**src/rtl/f8_mem_pkg.sv**
```systemverilog
// Shared data-memory definitions: default bus widths and requester identifiers.
package f8_mem_pkg;
  localparam int ADDR_W = 16;
  localparam int DATA_W = 16;

  typedef enum logic {
    PORT_CPU = 1'b0,
    PORT_AUX = 1'b1
  } port_t;
endpackage

```
**src/rtl/dmem_arbiter.sv**
```systemverilog
// Two-requester arbiter for the single data-memory port: CPU priority bounded by a streak limit,
// loader lock for bursts, one-cycle read return routed to the requester that issued the read.
module dmem_arbiter #(
  parameter int ADDR_W   = f8_mem_pkg::ADDR_W,
  parameter int DATA_W   = f8_mem_pkg::DATA_W,
  parameter int HOLD_MAX = 4
) (
  input  logic              clk,
  input  logic              reset,
  input  logic              p0_req,
  input  logic              p0_we,
  input  logic [ADDR_W-1:0] p0_addr,
  input  logic [DATA_W-1:0] p0_wdata,
  input  logic              p1_req,
  input  logic              p1_we,
  input  logic [ADDR_W-1:0] p1_addr,
  input  logic [DATA_W-1:0] p1_wdata,
  input  logic              p1_lock,
  output logic              p0_gnt,
  output logic              p1_gnt,
  output logic              p0_rvalid,
  output logic              p1_rvalid,
  output logic [DATA_W-1:0] p0_rdata,
  output logic [DATA_W-1:0] p1_rdata,
  output logic [ADDR_W-1:0] dread_addr,
  output logic [ADDR_W-1:0] dwrite_addr,
  output logic [DATA_W-1:0] dwrite_data,
  output logic              dwrite_en,
  input  logic [DATA_W-1:0] dread_data
);
  import f8_mem_pkg::*;

  localparam int STREAK_W = $clog2(HOLD_MAX + 1);
  localparam logic [STREAK_W-1:0] HOLD_LIM = STREAK_W'(HOLD_MAX);

  logic [STREAK_W-1:0] streak;
  logic                owner_locked;
  logic                rd_pend;
  port_t               rd_port;

  // Grants are suppressed while reset is held so no write can slip through.
  always_comb begin
    p0_gnt = 1'b0;
    p1_gnt = 1'b0;
    if (reset) begin
      if (owner_locked) begin
        p1_gnt = p1_req;
      end else if (p1_req && (!p0_req || streak == HOLD_LIM)) begin
        p1_gnt = 1'b1;
      end else if (p0_req) begin
        p0_gnt = 1'b1;
      end
    end
  end

  always_comb begin
    dread_addr  = '0;
    dwrite_addr = '0;
    dwrite_data = '0;
    dwrite_en   = 1'b0;
    if (p0_gnt) begin
      dread_addr  = p0_addr;
      dwrite_addr = p0_addr;
      dwrite_data = p0_wdata;
      dwrite_en   = p0_we;
    end else if (p1_gnt) begin
      dread_addr  = p1_addr;
      dwrite_addr = p1_addr;
      dwrite_data = p1_wdata;
      dwrite_en   = p1_we;
    end
  end

  always_ff @(posedge clk or negedge reset) begin
    if (!reset) begin
      streak       <= '0;
      owner_locked <= 1'b0;
      rd_pend      <= 1'b0;
      rd_port      <= PORT_CPU;
    end else begin
      // Streak only measures how long port 1 has been kept waiting.
      if (p1_gnt || !p1_req) begin
        streak <= '0;
      end else if (p0_gnt && streak != HOLD_LIM) begin
        streak <= streak + 1'b1;
      end

      if (!p1_lock) begin
        owner_locked <= 1'b0;
      end else if (p1_gnt) begin
        owner_locked <= 1'b1;
      end

      rd_pend <= (p0_gnt && !p0_we) || (p1_gnt && !p1_we);
      rd_port <= p1_gnt ? PORT_AUX : PORT_CPU;
    end
  end

  assign p0_rvalid = rd_pend && (rd_port == PORT_CPU);
  assign p1_rvalid = rd_pend && (rd_port == PORT_AUX);
  assign p0_rdata  = p0_rvalid ? dread_data : '0;
  assign p1_rdata  = p1_rvalid ? dread_data : '0;
endmodule

```
**config.mk**
```make
export PLATFORM = sky130hd
export DESIGN_NAME = dmem_arbiter
export DESIGN_NICKNAME = d
export VERILOG_FILES = /design/src/rtl/f8_mem_pkg.sv /design/src/rtl/dmem_arbiter.sv
export SDC_FILE = /design/constraint.sdc
export NUM_CORES = 1
export LEC_CHECK = 0
export BUFFER_PORTS_ARGS = -buffer_cell sky130_fd_sc_hd__buf_2
export CAP_MARGIN = 20
export CORE_ASPECT_RATIO = 0.75
export CORE_MARGIN = 3
export CORE_UTILIZATION = 25
export DETAILED_ROUTE_END_ITERATION = 16
export GPL_TIMING_DRIVEN = 0
export PLACE_DENSITY = 0.77
export SLEW_MARGIN = 5
export SYNTH_ARGS = -nofsm -noshare
export SYNTH_HDL_FRONTEND = slang
export SYNTH_SLANG_ARGS = --single-unit
export TNS_END_PERCENT = 30
```
**constraint.sdc**
```tcl
create_clock -name clk -period 1.7 [get_ports clk]
set_input_delay 0.17 -clock clk [delete_from_list [all_inputs] [get_ports clk]]
set_output_delay 0.17 -clock clk [all_outputs]
set_load 0.01 [all_outputs]
```
# Word-level counts from Yosys, hierarchy flattened
# Index checks and enable logic that the tools add are counted.
dict set report word_totals {
  regBits 6
}
dict set report classes {
  muxes 20
  eq_ne 3
  bitwise_logic 1
  addsub 1
  n_reduce_logical 14
}
# cell count
set ops {}
lappend ops {{16-bit 2-to-1 mux} 6}
lappend ops {{1-bit 2-to-1 mux} 12}
lappend ops {{1-bit logical AND} 6}
lappend ops {{3-bit 2-to-1 mux} 2}
lappend ops {{1-bit logical NOT} 4}
lappend ops {{3-bit by 1-bit adder with 3-bit output, second input constant} 1}
lappend ops {{3-bit == test, second input constant} 1}
lappend ops {{1-bit logical OR} 3}
lappend ops {{3-bit inequality test, second input constant} 1}
lappend ops {{2-bit by 1-bit inequality test with 1-bit output, second input constant} 1}
lappend ops {{2-bit nonzero test} 1}
lappend ops {{1-bit NOT} 1}

# Logic depth before layout (Yosys ltp)
dict set report logic_depth {
  word_depth 9
  ltp_mapped 8
}

# Least setup slack after synthesis
# OpenSTA, ideal clock, no wires.
dict set report synth_path {
  path_kind {flip-flop to output port}
  start {reg streak[0]}
  end {out dwrite_addr[0]}
  t_required_ps 1530
  slack_ps 2
  arrival_time_ps 1528
  path_stages_with_launch 9
  path_cell_list {dfrtp_1 -> inv_1 -> ha_1 -> nand3_1 -> and3_1 -> buf_6 -> buf_6 -> a22o_1 -> buf_4}
}
dict set report synth_via {
  elab_cells_between_ends 11
  classes_between {eq/ne (1); mux (8); reduce/logical (2)}
}
# element line_no
set synth_rtl {}
lappend synth_rtl {{start, declared} dmem_arbiter.sv:36} ;# logic [STREAK_W-1:0] streak;
lappend synth_rtl {{start signal, assigned} dmem_arbiter.sv:85} ;# streak <= streak + 1'b1;
lappend synth_rtl {{3-bit == test} dmem_arbiter.sv:48} ;# end else if (p1_req && (!p0_req || streak == HOLD_LIM)) begin
lappend synth_rtl {{1-bit logical OR} dmem_arbiter.sv:48}
lappend synth_rtl {{1-bit logical AND} dmem_arbiter.sv:48}
lappend synth_rtl {{1-bit 2-to-1 mux} dmem_arbiter.sv:48}
lappend synth_rtl {{1-bit 2-to-1 mux} dmem_arbiter.sv:46} ;# if (owner_locked) begin
lappend synth_rtl {{1-bit 2-to-1 mux} dmem_arbiter.sv:45} ;# if (reset) begin
lappend synth_rtl {{via p0_gnt} dmem_arbiter.sv:19} ;# output logic p0_gnt,
lappend synth_rtl {{16-bit 2-to-1 mux} --}
lappend synth_rtl {{end, declared} dmem_arbiter.sv:26} ;# output logic [ADDR_W-1:0] dwrite_addr,
# The timed path passes the listed nets, and every way through them passes these cells.

# Final worst setup path
dict set report layout_path {
  start {reg streak[0]}
  end {out dwrite_addr[10]}
}
dict set report layout_via {
  elab_chain_len 8
  elab_cells_between_ends 11
  classes_between {eq/ne (1); mux (8); reduce/logical (2)}
}
# element line_no
set layout_lines {}
lappend layout_lines {{3-bit == test *} dmem_arbiter.sv:48}
lappend layout_lines {{1-bit logical OR *} dmem_arbiter.sv:48}
lappend layout_lines {{1-bit logical AND *} dmem_arbiter.sv:48}
lappend layout_lines {{1-bit 2-to-1 mux} dmem_arbiter.sv:48}
lappend layout_lines {{1-bit 2-to-1 mux} dmem_arbiter.sv:46}
lappend layout_lines {{1-bit 2-to-1 mux} dmem_arbiter.sv:45}
lappend layout_lines {{16-bit 2-to-1 mux} dmem_arbiter.sv:66} ;# end else if (p1_gnt) begin
lappend layout_lines {{16-bit 2-to-1 mux *} dmem_arbiter.sv:61} ;# if (p0_gnt) begin
# Mark *: on every way between the ends. The rest lies on a longest branch, timed or not.

==> run_results.csv <==
group,metric,value,unit
run_status,status,"complete, but fails checks",
run_status,violations,"negative setup slack",
timing,timing.hold.ws,0.1636,ns
place,hpwlAfterDp,3732,um
drt,final_antenna_net_count,0,
global_routing,grt_pass1_wl,6686,um
clock_tree,cts_root_buf,"clkbuf_8",
drt,dr.pass1.iters,4,
min_path,min_path_type,"in -> reg",
layout,post-route-util,61.05,%
layout,area_delta_synth_final,125.5,%
yosys,yosysWarnings,0,
clock_tree,cts_tree,"done",
power_and_ir_drop,powerDensity,389.2,mW/mm^2
clock_tree,cts_sinks,6,
global_routing,grt_pass1_vias,1476,
clock_tree,h-tree-depth,1,
layout,num_antenna_cells,0,
timing,slew_headroom,80.13,%
yosys,synth_top_area_share,28.92,%
floorplan,io_pins,172,
drt,wire_per_inst,13.15,um
setup_path,cp.arrival,1.79,ns
floorplan,dieHeight,61.58,um
floorplan,core_area,0.003804,sq mm
yosys,synthesis.instances,125,
timing,worstMarginPinSlew,0.2981,ns
floorplan,rows,19,
run,drv_cap,0,
setup_path,worst_ep_required_time,1.53,ns
global_routing,grt_max_degree,11,
floorplan,die_area,0.004933,sq mm
floorplan,start_util,27.07,%
global_routing,grtUsageTotal,17.20,%
timing,hold_viol_final,0,
drt,drc,0,
place,dp_cells,348,
layout,final_layout_size_suffix_gt1_share,69.97,%
drt,vias_per_cell,4.660,
timing,finalCritPeriodShare,115.4,%
global_routing,antenna_found_initial,0,
yosys,netlist_area,0.001030,sq mm
layout,final_cell_count_no_fill,365,
timing,drv_slew,0,
layout,fin_nets,404,
drt,via_count,1701,
timing,setup_slack,-0.2626,ns
timing,fin_skew,0.00004005,ns
timing,rsz0062_at_grt,"true",
yosys,syn-num-nets,214,
yosys,syn_area_per_cell,8.238,sq um
yosys,ys_seq_area_share,14.58,%
power_and_ir_drop,total_power,0.0009037,W
timing,setup_viol,49,
power_and_ir_drop,p_sw,0.0002894,W
power_and_ir_drop,p_leak,1.481,nW
power_and_ir_drop,irDropWorstVdd,0.0003291,V
drt,drt_iter0_drc,57,
setup_path,cp-start-kind,"register",
drt,finalWirelength,4801,um
clock_tree,clock_latency,0.22,ns
setup_path,crit_path_max_fanout,6,
power_and_ir_drop,p_clk_share,22.8,%
yosys,synth_cell_types,23,
timing,clock.fmax,509.5,MHz
layout,fillCellCount,342,
yosys,ys_ff_latch,6,
place,post-place-ws,-0.2024,ns
clock_tree,clk_path_buf_depth,2,
clock_tree,clk_pin_slew,0.03,ns
global_routing,grt-ovfl-total,0,
place,place.gp.congestion,0.7265,
floorplan,die_w,80.11,um
setup_path,end_kind,"primary output",
yosys,synth_top_area_cell,"a22o_1",
timing,timing.final.crit_period,1.963,ns
place,io_buffers,171,
power_and_ir_drop,p_comb_share,59.9,%
yosys,yosys-top-cells-area,"a22o_1, dfrtp_1, buf_4",
clock_tree,cts_made_buffers,3,
setup_path,critPathKind,"reg -> out",
power_and_ir_drop,sw_frac_of_total,32.02,%
power_and_ir_drop,p_seq_share,17.4,%
power_and_ir_drop,p_int,0.0006144,W
==> Yosys cell counts <==
library cell and n:
a21oi_4 1, and2b_1 1, o21a_1 1, buf_4 19
and2_1 17, and3_1 17, a22o_1 34, buf_6 4
nand3_1 1, nand4_1 2, a21oi_1 1, nand2_1 4
a21boi_0 2, nor2_1 1, clkbuf_1 2, inv_1 4
and3b_1 1, buf_2 1, dfrtp_1 6, ha_1 2
o22ai_1 1, nand2b_1 2, nor2b_4 1
==> worst max-delay path, stage by stage, from the launching register on <==
cell	delay [ns]
dfrtp_1	0.39
inv_2	0.09
ha_4	0.14
buf_6	0.10
nand2_4	0.05
a21oi_4	0.17
buf_12	0.15
buf_8	0.11
a22o_1	0.17
buf_4	0.12
buf_6	0.09
==> cells by family (layout without fill, tap and decap cells) <==
logic type      Yosys count  count (layout)  synth area share, %
compound gates           40              40                33.78
simple gates             47              47                28.31
flops                     6               6                14.58
fa+ha+maj                 2               2                2.430
buf+inv                  30             218                20.90
==> per-stage QoR <==
| stage | setup TNS (ns) | cell area [sq um] |
|---|---|---|
| 5_1_grt | -11.69 | 2322 |
| 4_1_cts | -11.93 | 2286 |
| 2_1_floorplan | 0 | 1030 |
| 6_report | -8.206 | 2322 |
| 3_3_place_gp | -2.795 | 1951 |
| 3_5_place_dp | -4.426 | 1951 |
==> state kept, by name (all words and copies together) (netlist names) <==
register	count
owner_locked	1
rd_pend	1
rd_port	1
streak	3
==> layout by cell type, fill, tap and decap left out, types with 2 or more instances in the layout <==
master      n
a21boi_0    2
a22o_1     34
and2_1     17
and3_1     16
buf_12      2
buf_16      2
buf_2     157
buf_4      23
buf_6      19
buf_8       5
clkbuf_1    2
clkbuf_8    3
dfrtp_1     6
inv_1       2
inv_2       2
nand2_1     3
nand2b_1    2
nand4_1     2
==> what timing repair did <==
item                       in CTS  in global routing
cloned                          5                  0
resized for setup              31                  9
setup endpoints to repair      51                 60
hold buffers                    1                  0
pin swaps                      22                  5
hold endpoints to repair        6                  0
buffers inserted                8                  2
==> cell type report <==
class / count / area [sq um] / area share, %
Clock buffer: 3 / 41.29 / 1.778
Sequential cell: 6 / 150.1 / 6.466
Multi-Input combinational cell: 89 / 690.7 / 29.74
Timing Repair Buffer: 187 / 1156 / 49.78
Buffer: 24 / 203.9 / 8.782
Inverter: 4 / 15.01 / 0.6466
Tap cell: 52 / 65.06 / 2.802
==> final timing paths <==
check	from	to	slack (ns)	depth (start not counted)
max	streak[0]	dwrite_addr[10]	-0.26	10
min	p1_lock	owner_locked	0.16	2
max reg2reg	streak[1]	owner_locked	0.21	9
min reg2reg	owner_locked	owner_locked	0.54	1
max in group asynchronous	reset	streak[0]	1.01	2
min in group asynchronous	reset	owner_locked	0.47	2
==> power groups by stage <==
stage	registers (W)	clock network [W]	logic (W)
6_report	0.000157	0.000206	0.000541
4_1_cts	0.000157	0.000211	0.000531
3_3_place_gp	0.000158	0	0.000440
5_1_grt	0.000158	0.000227	0.000586
3_5_place_dp	0.000159	0	0.000445
2_1_floorplan	0.000157	0	0.000225
==> routing by layer <==
metal	wire, um	global-route usage (%)	part of all wire, %
met5	0	0	0
met4	37	3.614	0.77
met3	472	3.363	9.8
met2	2435	32.78	51
met1	1856	20.35	39
Power figures use the tool's default switching activity.
